## src/rtl/hex_entry_pkg.sv

```systemverilog
// rtl/hex_entry_pkg.sv - shared constants and types for the hex entry encoder
package hex_entry_pkg;

    localparam int DIGIT_W  = 4;
    localparam int NUM_BTNS = 5;

    localparam int BTN_CENTER = 0;
    localparam int BTN_UP     = 1;
    localparam int BTN_DOWN   = 2;
    localparam int BTN_LEFT   = 3;
    localparam int BTN_RIGHT  = 4;

    typedef enum logic {
        ST_EDIT        = 1'b0,
        ST_COMMIT_WAIT = 1'b1
    } state_e;

    // One hex digit step; wraps naturally in 4 bits, so there is never a carry out
    function automatic logic [DIGIT_W-1:0] digit_step(input logic [DIGIT_W-1:0] d,
                                                      input logic              up);
        return up ? (d + 4'd1) : (d - 4'd1);
    endfunction

endpackage

```

## src/rtl/button_debouncer.sv

```systemverilog
// rtl/button_debouncer.sv - 2-flop synchroniser, level debouncer and press-event generator
module button_debouncer #(
    parameter int DEBOUNCE_CYCLES = 1000000
) (
    input  logic clk,
    input  logic rst_n,
    input  logic btn_i,
    output logic level_o,
    output logic press_o
);

    localparam int CNT_W = (DEBOUNCE_CYCLES > 1) ? $clog2(DEBOUNCE_CYCLES) : 1;
    localparam logic [CNT_W-1:0] CNT_MAX = CNT_W'(DEBOUNCE_CYCLES - 1);

    logic [1:0]       sync_q;
    logic             level_q, level_d;
    logic             press_q, press_d;
    logic [CNT_W-1:0] cnt_q, cnt_d;

    // Bring the raw button into the clock domain
    always_ff @(posedge clk or negedge rst_n) begin
        if (!rst_n) begin
            sync_q <= 2'b00;
        end else begin
            sync_q <= {sync_q[0], btn_i};
        end
    end

    // Count consecutive cycles the synchronised level disagrees with the accepted level
    always_comb begin
        level_d = level_q;
        press_d = 1'b0;
        cnt_d   = '0;
        if (sync_q[1] != level_q) begin
            if (cnt_q == CNT_MAX) begin
                level_d = sync_q[1];
                press_d = sync_q[1];
            end else begin
                cnt_d = cnt_q + CNT_W'(1);
            end
        end
    end

    // Accepted level, stability counter and one-cycle press pulse
    always_ff @(posedge clk or negedge rst_n) begin
        if (!rst_n) begin
            level_q <= 1'b0;
            press_q <= 1'b0;
            cnt_q   <= '0;
        end else begin
            level_q <= level_d;
            press_q <= press_d;
            cnt_q   <= cnt_d;
        end
    end

    assign level_o = level_q;
    assign press_o = press_q;

endmodule

```

## src/rtl/hex_entry_encoder.sv

```systemverilog
// rtl/hex_entry_encoder.sv - five-button hex digit editor with valid/ready commit; optional HEX_ENTRY_AUTOREPEAT_EN
module hex_entry_encoder
    import hex_entry_pkg::*;
#(
    parameter int NUM_DIGITS      = 4,
    parameter int DEBOUNCE_CYCLES = 1000000,
    parameter int REPEAT_DELAY    = 50000000,
    parameter int REPEAT_PERIOD   = 10000000
) (
    input  logic                                             clk,
    input  logic                                             rst_n,
    input  logic                                             btn_up,
    input  logic                                             btn_down,
    input  logic                                             btn_left,
    input  logic                                             btn_right,
    input  logic                                             btn_center,
    output logic [4*NUM_DIGITS-1:0]                          value_out,
    output logic [((NUM_DIGITS > 1) ? $clog2(NUM_DIGITS) : 1)-1:0] cursor,
    output logic [4*NUM_DIGITS-1:0]                          commit_data,
    output logic                                             commit_valid,
    input  logic                                             commit_ready
);

    localparam int W  = DIGIT_W * NUM_DIGITS;
    localparam int CW = (NUM_DIGITS > 1) ? $clog2(NUM_DIGITS) : 1;
    localparam logic [CW-1:0] CUR_LAST = CW'(NUM_DIGITS - 1);
    localparam logic [CW-1:0] CUR_ONE  = CW'(1);

    logic [NUM_BTNS-1:0] btn_raw;
    logic [NUM_BTNS-1:0] btn_level;
    logic [NUM_BTNS-1:0] btn_press;

    assign btn_raw[BTN_CENTER] = btn_center;
    assign btn_raw[BTN_UP]     = btn_up;
    assign btn_raw[BTN_DOWN]   = btn_down;
    assign btn_raw[BTN_LEFT]   = btn_left;
    assign btn_raw[BTN_RIGHT]  = btn_right;

    for (genvar i = 0; i < NUM_BTNS; i++) begin : g_btn
        button_debouncer #(
            .DEBOUNCE_CYCLES(DEBOUNCE_CYCLES)
        ) u_deb (
            .clk    (clk),
            .rst_n  (rst_n),
            .btn_i  (btn_raw[i]),
            .level_o(btn_level[i]),
            .press_o(btn_press[i])
        );
    end

    state_e         state_q;
    logic [W-1:0]   value_q;
    logic [CW-1:0]  cursor_q;
    logic [W-1:0]   commit_data_q;
    logic           commit_valid_q;

    logic           up_evt;
    logic           down_evt;
    logic [DIGIT_W-1:0] cur_digit;

    assign cur_digit = value_q[int'(cursor_q)*DIGIT_W +: DIGIT_W];

`ifdef HEX_ENTRY_AUTOREPEAT_EN
    localparam int REP_MAX = (REPEAT_DELAY > REPEAT_PERIOD) ? REPEAT_DELAY : REPEAT_PERIOD;
    localparam int RW      = $clog2(REP_MAX + 1);
    localparam logic [RW-1:0] REP_FIRST = RW'(REPEAT_DELAY - 1);
    localparam logic [RW-1:0] REP_NEXT  = RW'(REPEAT_PERIOD - 1);

    logic [RW-1:0] rep_cnt_q, rep_cnt_d;
    logic          rep_phase_q, rep_phase_d;
    logic          rep_fire;
    logic          rep_hold;
    logic          unused_level_bits;

    assign rep_hold          = btn_level[BTN_UP] | btn_level[BTN_DOWN];
    assign unused_level_bits = ^{btn_level[BTN_CENTER], btn_level[BTN_LEFT], btn_level[BTN_RIGHT]};

    // Time the first repeat from the press event, then the steady repeat period
    always_comb begin
        rep_fire    = 1'b0;
        rep_cnt_d   = rep_cnt_q + RW'(1);
        rep_phase_d = rep_phase_q;
        if (state_q != ST_EDIT || !rep_hold || (|btn_press)) begin
            rep_cnt_d   = '0;
            rep_phase_d = 1'b0;
        end else if (rep_cnt_q == (rep_phase_q ? REP_NEXT : REP_FIRST)) begin
            rep_fire    = 1'b1;
            rep_cnt_d   = '0;
            rep_phase_d = 1'b1;
        end
    end

    // Repeat counter state
    always_ff @(posedge clk or negedge rst_n) begin
        if (!rst_n) begin
            rep_cnt_q   <= '0;
            rep_phase_q <= 1'b0;
        end else begin
            rep_cnt_q   <= rep_cnt_d;
            rep_phase_q <= rep_phase_d;
        end
    end

    // Up wins a repeat when both are held, matching the press priority
    assign up_evt   = btn_press[BTN_UP]   | (rep_fire & btn_level[BTN_UP]);
    assign down_evt = btn_press[BTN_DOWN] | (rep_fire & ~btn_level[BTN_UP] & btn_level[BTN_DOWN]);
`else
    localparam int unused_repeat_cfg = REPEAT_DELAY + REPEAT_PERIOD;
    logic [NUM_BTNS-1:0] unused_level;

    assign unused_level = btn_level;
    assign up_evt       = btn_press[BTN_UP];
    assign down_evt     = btn_press[BTN_DOWN];
`endif

    // Edit/commit FSM: one action per cycle, center > up > down > left > right
    always_ff @(posedge clk or negedge rst_n) begin
        if (!rst_n) begin
            state_q        <= ST_EDIT;
            value_q        <= '0;
            cursor_q       <= '0;
            commit_data_q  <= '0;
            commit_valid_q <= 1'b0;
        end else begin
            case (state_q)
                ST_EDIT: begin
                    if (btn_press[BTN_CENTER]) begin
                        commit_data_q  <= value_q;
                        commit_valid_q <= 1'b1;
                        state_q        <= ST_COMMIT_WAIT;
                    end else if (up_evt) begin
                        value_q[int'(cursor_q)*DIGIT_W +: DIGIT_W] <= digit_step(cur_digit, 1'b1);
                    end else if (down_evt) begin
                        value_q[int'(cursor_q)*DIGIT_W +: DIGIT_W] <= digit_step(cur_digit, 1'b0);
                    end else if (btn_press[BTN_LEFT]) begin
                        cursor_q <= (cursor_q == CUR_LAST) ? '0 : cursor_q + CUR_ONE;
                    end else if (btn_press[BTN_RIGHT]) begin
                        cursor_q <= (cursor_q == '0) ? CUR_LAST : cursor_q - CUR_ONE;
                    end
                end
                ST_COMMIT_WAIT: begin
                    if (commit_ready) begin
                        commit_valid_q <= 1'b0;
                        state_q        <= ST_EDIT;
                    end
                end
                default: begin
                    state_q        <= ST_EDIT;
                    commit_valid_q <= 1'b0;
                end
            endcase
        end
    end

    assign value_out    = value_q;
    assign cursor       = cursor_q;
    assign commit_data  = commit_data_q;
    assign commit_valid = commit_valid_q;

endmodule

```

## config.mk

```make
export PLATFORM = sky130hd
export DESIGN_NAME = hex_entry_encoder
export DESIGN_NICKNAME = d
export VERILOG_FILES = /design/src/rtl/hex_entry_pkg.sv /design/src/rtl/button_debouncer.sv /design/src/rtl/hex_entry_encoder.sv
export SDC_FILE = /design/constraint.sdc
export NUM_CORES = 1
export LEC_CHECK = 0
export CORE_MARGIN = 2
export CORE_UTILIZATION = 42
export DETAILED_ROUTE_END_ITERATION = 16
export GPL_TIMING_DRIVEN = 0
export PLACE_DENSITY = 0.67
export SLEW_MARGIN = 25
export SYNTH_ARGS = -nofsm -noshare
export SYNTH_HDL_FRONTEND = slang
export SYNTH_HIERARCHICAL = 1
export SYNTH_SLANG_ARGS = --single-unit
```

## constraint.sdc

```tcl
create_clock -name clk -period 3.6 [get_ports clk]
set_input_delay 0.9 -clock clk [delete_from_list [all_inputs] [get_ports clk]]
set_output_delay 0.9 -clock clk [all_outputs]
set_load 0.05 [all_outputs]
```

==> flow_summary.ini, run 1 <==
[critical_path]
crit_buf_inv = 1
cp-startpoint = cursor[1]
cp.arrival_ns = 1.85
path_depth = 1
path_max_fanout = 9
crit_slowest_cell = clkdlybuf4s50_1
crit_chain = clkdlybuf4s50_1
critPathKind = flip-flop to output port
slowest_delay_ns = 0.87
crit_end = cursor[1]
r2r_start = cursor[0]
crit_required_ns = 2.70
reg2reg_depth = 6
regToRegEndpoint = value_out[14]
endpoint_kind = output port
critPathTopFamily = buffers and inverters
reg2reg_slack_ns = 1.40
start_kind = flip-flop

[finish]
syn2layout_area_growth_pct = 18.30
final_util_pct = 50.32
drive_above_1_share_pct = 15.70
final_nets = 751
final_common_cell = dfrtp_1
stdcell_area_um2 = 8977
final_cell_mix = 156 x dfrtp_1, 82 x nor2_1, 47 x nand2_1
n_antenna_cell = 0

[pwr]
total_power_uw = 3871
power_leakage_uw = 0.003756
p_per_area_nw_per_um2 = 431.2
irDropWorstVdd_mv = 0.3349

[floorplanning]
core_area_um2 = 17840
dieHeight_um = 138.4
io_pins = 43
start_util_pct = 42.53
die_w_um = 138.4
fp-row-count = 49
die_area_um2 = 19160

[logic_synthesis]
ys.flop_type = dfrtp_1
syn-num-nets = 689
postSynthCellCount = 670
yosys_warnings = 6
synth_cell_types = 45
avgSynthCellArea_um2 = 11.33
synth_seq_area_share_pct = 51.44
synth_top_area_share_pct = 51.44
synth_seq_cells = 156
synth-edff-count = 0
synth_area_um2 = 7589
synth_area_leaders = dfrtp_1 51%, xor2_1 4.4%, nor2_1 4.1%, xnor2_1 4.0%, mux2_2 2.4%
ys_async_sr_fraction_pct = 100.0
yosys.area.top_type = dfrtp_1

[global_routing]
antenna_found_initial = 0
gr-total-overflow = 0
grt_pass1_vias = 5323
grt_pass1_wl_mm = 26.29
grt_use_total_pct = 16.57
grt_max_degree = 83

[clock_network]
cts_root_buffer = clkbuf_16
cts_tree = built
cts_hold_buf = 0
cts_setup_buffers = 0
insertion_delay_ns = 0.43
clkSinkCount = 156
path_clk_slew_ns = 0.06
cts_buffer_depth = 2
cts_buffers = 17
htree_levels = 4
ctsResizeCount = 0

[timing]
relSlewSlack_pct = 55.89
rsz0062_at_grt = false
setup_viol = 0
worst_pin_slew_ns = 0.6594
drv_slew = 0
min_period_ns = 2.745
clock.fmax_ghz = 0.3643
fin_skew_ns = 0.009294
finalHoldViolCount = 0
whs_ns = 0.3471
finalCritPeriodShare_pct = 76.26
tns_ns = 0

[drt]
vias = 5339
drtAntennaViolNets = 0
drc_errors = 0
dr.pass1.iters = 4
wire_per_inst_um = 15.47
drt_first_iter_violations = 285
via_per_inst = 5.482
wirelength_mm = 15.07

[status]
status = finished, final reports clean

[place]
globalplace.congestion = 0.7959
dpl.hpwl_mm = 10.28
port_buffers = 42
placed_area_um2 = 8328

[hold_path]
min_path_type = flip-flop to flip-flop

[flow_run]
maxCapViolCount = 0
## how the worst min path moves through the flow
stage,start,to,slack [ns],cells past startpoint
2_1_floorplan,g_btn[0].u_deb/sync_q[0],g_btn[0].u_deb/sync_q[1],0.33,0
3_3_place_gp,g_btn[3].u_deb/sync_q[0],g_btn[3].u_deb/sync_q[1],0.33,0
3_5_place_dp,g_btn[3].u_deb/sync_q[0],g_btn[3].u_deb/sync_q[1],0.33,0
4_1_cts,g_btn[3].u_deb/sync_q[0],g_btn[3].u_deb/sync_q[1],0.35,0
5_1_grt,g_btn[3].u_deb/sync_q[0],g_btn[3].u_deb/sync_q[1],0.35,0
6_report,g_btn[3].u_deb/sync_q[0],g_btn[3].u_deb/sync_q[1],0.35,0
## layout make-up
| type | instances | area (um2) |
|---|---|---|
| multi-input cells | 490 | 3568 |
| flip-flops and latches | 156 | 3904 |
| plain buffers | 8 | 56.30 |
| repair buffers | 43 | 452.9 |
| well taps | 229 | 286.5 |
| inverters | 16 | 60.06 |
| clock inverters | 14 | 220.2 |
| clock buffers | 18 | 429.2 |
| fillers | 1543 | 8864 |
## kinds of logic after synthesis
group,count (synthesis),synth area share [%]
buf+inv,24,1.533
flops,156,51.44
mux,31,5.392
compound gates,74,7.255
xor+xnor,73,8.425
simple gates,301,24.14
fa+ha+maj,11,1.814
## power by group
part           internal (uW)  switching, uW
logic                   39.5           77.2
clock network           1230            727
registers               1780           20.1
## state kept, by name (all words and copies together), names as in the netlist, named ones only
signal / flops
commit_data: 16
commit_valid: 1
cursor: 2
g_btn.u_deb/cnt_q: 100
g_btn.u_deb/level_o: 5
g_btn.u_deb/press_o: 5
g_btn.u_deb/sync_q: 10
state_q: 1
value_out: 12
## synthesized netlist by cell type, types with 6 or more instances
master   count
a21oi_1     27
and3_1      15
and4_1      10
dfrtp_1    156
ha_1        11
inv_1       16
mux2_2      16
mux2i_1      6
nand2_1     47
nand3_1     31
nand3_2     10
nand4_1     10
nand4_2     10
nor2_1      82
nor3_1      10
nor4_1       6
nor4_2      11
o21ai_0     16
o31ai_1     22
or3_1        6
or4_1       15
xnor2_1     35
xor2_1      38
## per-stage QoR
step,instances,worst slack (ns)
after floorplan,670,1.299
after global placement,941,-4.532
after detailed placement,942,1.301
after CTS,974,0.8412
after global routing,974,0.8151
final,974,0.8547
## routing by layer
metal / part of all wire, % / track usage (%) / vias to the layer above
li1: - / - / 2565
met1: 46 / 22.40 / 2663
met2: 49 / 26.60 / 97
met3: 3.6 / 3.637 / 14
met4: 1.2 / 5.747 / 0
met5: 0 / 0 / -
(Power assumes the default switching activity.)
==> run 2: changes to the inputs <==
--- a/config.mk
+++ b/config.mk
@@ -9,7 +9,7 @@
 export CORE_UTILIZATION = 42
 export DETAILED_ROUTE_END_ITERATION = 16
 export GPL_TIMING_DRIVEN = 0
-export PLACE_DENSITY = 0.67
+export PLACE_DENSITY = 0.7
 export SLEW_MARGIN = 25
 export SYNTH_ARGS = -nofsm -noshare
 export SYNTH_HDL_FRONTEND = slang
==> constraint.sdc (replaced) <==
create_clock -name clk -period 2.3 [get_ports clk]
set_input_delay 0.575 -clock clk [delete_from_list [all_inputs] [get_ports clk]]
set_output_delay 0.575 -clock clk [all_outputs]
set_load 0.05 [all_outputs]
==> flow_summary.ini, run 2 (synthesis gave the netlist of run 1 again) <==
[finish]
multiInputGateArea_um2 = 3580
syn2layout_area_growth_pct = 18.14
final_cell_mix = 155 x dfrtp_1, 82 x nor2_1, 47 x nand2_1
largest-register = g_btn.u_deb/cnt_q
drive_above_1_share_pct = 15.95
final_util_pct = 50.25
layout.cells.non_filler = 975
n_antenna_cell = 0
final_nets = 753
final_common_cell = dfrtp_1
regArea_um2 = 3905
largest_reg_flops = 100
fill_cells = 1567

[pwr]
p_per_area_nw_per_um2 = 639.5
total_power_uw = 5733
irDropWorstVdd_mv = 0.5521
power_leakage_uw = 0.003877

[timing]
relSlewSlack_pct = 57.37
rsz0062_at_grt = false
finalCritPeriodShare_pct = 97.68
min_period_ns = 2.247
tns_ns = 0
whs_ns = 0.3465
setup_viol = 0
fin_skew_ns = 0.006408
clock.fmax_ghz = 0.4451
worst_pin_slew_ns = 0.6394
drv_slew = 0
finalHoldViolCount = 0

[floorplanning]
dieHeight_um = 138.4
fp-row-count = 49
die_area_um2 = 19160
die_w_um = 138.4
io_pins = 43
core_area_um2 = 17840
start_util_pct = 42.53

[drt]
via_per_inst = 5.439
vias = 5303
drc_errors = 0
drtAntennaViolNets = 0
drt_first_iter_violations = 304
wire_per_inst_um = 14.99
wirelength_mm = 14.61
dr.pass1.iters = 4

[clock_network]
cts_buffer_depth = 2
cts_setup_buffers = 0
cts_tree = built
insertion_delay_ns = 0.42
htree_levels = 4
cts_buffers = 17
clkSinkCount = 156
cts_root_buffer = clkbuf_16
path_clk_slew_ns = 0.06

[critical_path]
start_kind = flip-flop
crit_slowest_cell = clkdlybuf4s50_1
r2r_start = cursor[0]
critPathKind = flip-flop to output port
crit_buf_inv = 1
path_max_fanout = 4
slowest_delay_ns = 0.83
cp.arrival_ns = 1.67
crit_required_ns = 1.73
endpoint_kind = output port
critPathTopFamily = buffers and inverters
reg2reg_slack_ns = 0.17
regToRegEndpoint = value_out[2]
crit_chain = clkdlybuf4s50_1
reg2reg_depth = 6

[global_routing]
gr-total-overflow = 0
antenna_found_initial = 0
grt_pass1_vias = 5235
grt_max_degree = 64
grt_pass1_wl_mm = 25.81
grt_use_total_pct = 16.25

[place]
placed_cells = 943
port_buffers = 42
globalplace.congestion = 0.7639
dpl.hpwl_mm = 10.14

[flow_run]
maxCapViolCount = 0

[hold_path]
worstHoldStart = g_btn[3].u_deb/sync_q[0]
min_path_type = flip-flop to flip-flop
holdPathStages = 0
hold_end = g_btn[3].u_deb/sync_q[1]

[status]
status = finished, final reports clean
run 2: cell count changes in the layout (fill, tap and decap cells not counted), sizes merged:
cell,before,now
bufinv,5,2
buf,8,9
clkbuf,20,23
clkinvlp,4,3
dlygate4sd3,0,1
inv,16,18
clkdlybuf4s50,41,32
dlygate4sd2,0,3
dlymetal6s2s,0,6
clkinv,5,3
run 2: final cells by class:
cell class,count,area share (%)
flip-flops and latches,156,43.56
multi-input cells,490,39.93
inverters,16,0.6699
repair buffers,45,5.597
plain buffers,8,0.6281
clock buffers,21,5.136
well taps,229,3.196
clock inverters,10,1.284
run 2: per-stage QoR:
stage                     worst slack (ns)  cell area [um2]
after floorplan                     0.1569             7590
after global routing              0.001797             8965
after global placement              -6.289             8297
final                              0.05329             8965
after detailed placement            0.1164             8357
after CTS                         0.001998             8939
run 2: what timing repair did:
item	in CTS	in global routing
gates cloned	0	0
pin swaps	0	1
hold buffers	1	0
endpoints found under the setup margin	3	10
resized for setup	3	8
hold endpoints to repair	1	0
run 2: layer usage:
metal  track usage, %  part of all wire, %
met3            4.503                  3.4
met4            4.189                  1.1
met2            25.07                   46
met5                0                    0
met1            22.82                   49
run 2: worst max path at each step:
stage | start | end | cells past startpoint
after floorplan | cursor[0] | value_out[1] | 6
after CTS | value_out[9] | value_out[9] | 1
after global routing | value_out[3] | value_out[3] | 1
after detailed placement | cursor[0] | value_out[2] | 6
after global placement | rst_n | cursor[0] | 1
final | value_out[3] | value_out[3] | 1
run 2: report_power, final:
| group | switching, uW | internal (uW) | total, uW |
|---|---|---|---|
| Clock | 1090 | 1650 | 2730 |
| Sequential | 30.3 | 2780 | 2810 |
| Combinational | 122 | 67.6 | 189 |
| Total | 1240 | 4490 | 5730 |
==> run 3: changes to the inputs <==
--- a/config.mk
+++ b/config.mk
@@ -5,11 +5,12 @@
 export SDC_FILE = /design/constraint.sdc
 export NUM_CORES = 1
 export LEC_CHECK = 0
+export CAP_MARGIN = 20
 export CORE_MARGIN = 2
 export CORE_UTILIZATION = 42
 export DETAILED_ROUTE_END_ITERATION = 16
 export GPL_TIMING_DRIVEN = 0
-export PLACE_DENSITY = 0.7
+export PLACE_DENSITY = 0.63
 export SLEW_MARGIN = 25
 export SYNTH_ARGS = -nofsm -noshare
 export SYNTH_HDL_FRONTEND = slang
==> flow_summary.ini, run 3 (synthesis gave the netlist of run 1 again) <==
[global_routing]
grt_max_degree = 82
gr-total-overflow = 0
grt_pass1_wl_mm = 26.26
grt_pass1_vias = 5498
grt_use_total_pct = 16.59
antenna_found_initial = 0

[drt]
wirelength_mm = 14.99
drc_errors = 0
drt_first_iter_violations = 239
vias = 5310
dr.pass1.iters = 4
via_per_inst = 5.452
drtAntennaViolNets = 0
wire_per_inst_um = 15.39

[place]
dp_slack_ns = 0.1185
globalplace.congestion = 0.7775
placed_area_um2 = 8329
port_buffers = 42
dpl.hpwl_mm = 10.28

[timing]
relSlewSlack_pct = 59.08
rsz0062_at_grt = false
timing.final.ws_setup_ns = 0.05728
fin_skew_ns = 0.007103
setup_viol = 0
drv_slew = 0
min_period_ns = 2.243
clock.fmax_ghz = 0.4459
tns_ns = 0
worst_pin_slew_ns = 0.6118
finalHoldViolCount = 0
finalCritPeriodShare_pct = 97.51

[finish]
final_common_cell = dfrtp_1
largest-register = g_btn.u_deb/cnt_q
stdcell_area_um2 = 8939
final_cell_mix = 155 x dfrtp_1, 82 x nor2_1, 47 x nand2_1
syn2layout_area_growth_pct = 17.79
final_util_pct = 50.10
drive_above_1_share_pct = 16.11
n_antenna_cell = 0
largest_reg_flops = 100
final_nets = 751

[clock_network]
clkSinkCount = 156
cts_hold_buf = 0
cts_buffer_depth = 2
htree_levels = 4
path_clk_slew_ns = 0.06
cts_setup_buffers = 0
cts_tree = built
cts_buffers = 17
insertion_delay_ns = 0.42
cts_root_buffer = clkbuf_16

[critical_path]
reg2reg_slack_ns = 0.12
path_depth = 1
crit_buf_inv = 1
crit_chain = clkdlybuf4s50_1
cp.arrival_ns = 1.67
critPathTopFamily = buffers and inverters
start_kind = flip-flop
r2r_start = cursor[0]
critPathKind = flip-flop to output port
reg2reg_depth = 6
slowest_delay_ns = 0.83
crit_slowest_cell = clkdlybuf4s50_1
regToRegEndpoint = value_out[13]
path_max_fanout = 4
endpoint_kind = output port
crit_required_ns = 1.73

[hold_path]
min_path_type = input pin to asynchronous set/reset pin

[floorplanning]
core_area_um2 = 17840
die_area_um2 = 19160
fp-row-count = 49
io_pins = 43
start_util_pct = 42.53
die_w_um = 138.4
dieHeight_um = 138.4

[pwr]
p_per_area_nw_per_um2 = 646.4
total_power_uw = 5778
power_leakage_uw = 0.003820
irDropWorstVdd_mv = 0.4508

[status]
status = finished, final reports clean

[flow_run]
maxCapViolCount = 0
==> run 3: cell types whose count changed in the layout (fill, tap and decap cells not counted), sizes merged <==
cell,change
dlygate4sd2,-2
clkdlybuf4s50,+5
clkinvlp,-2
dlymetal6s2s,-3
clkinv,+4
inv,-1
buf,-1
dlygate4sd3,-1
==> run 3: area by class of cell <==
class / count / area, um2
sequential: 156 / 3905
clock inverter: 11 / 115.1
timing repair buffer: 43 / 459.2
fill: 1591 / 8902
buffer: 8 / 56.30
clock buffer: 21 / 480.5
multi-input combinational: 490 / 3576
inverter: 16 / 60.06
tap: 229 / 286.5
==> run 3: where the power goes <==
| group | total [uW] | switching [uW] | internal, uW |
|---|---|---|---|
| clock network | 2780 | 1080 | 1700 |
| registers | 2810 | 31.9 | 2780 |
| logic | 182 | 119 | 62.4 |
| total | 5780 | 1230 | 4550 |
==> run 3: how the worst max path moves through the flow <==
stage / endpoint / start
after floorplan: value_out[1] / cursor[0]
after global placement: cursor[0] / rst_n
after detailed placement: value_out[1] / cursor[0]
after CTS: value_out[12] / flip-flop
after global routing: value_out[9] / cursor[0]
final: value_out[6] / value_out[6]
==> run 3: routing by layer <==
metal / global-route usage [%] / share of wire [%]
met5: 0 / 0
met4: 6.606 / 1.8
met3: 3.429 / 2.8
met2: 27.23 / 49
met1: 21.64 / 47
==> run 3: what timing repair did <==
action / CTS / global route
endpoints found under the hold margin: 0 / 0
setup endpoints to repair: 1 / 4
gates resized for setup: 1 / 4
==> run 3: per-stage QoR <==
stage,hold slack [ns],std cells
finish,0.1158,974
detailed placement,0.3347,942
floorplan,0.2794,670
global route,0.1572,974
CTS,0.1376,974
global placement,0.3351,941
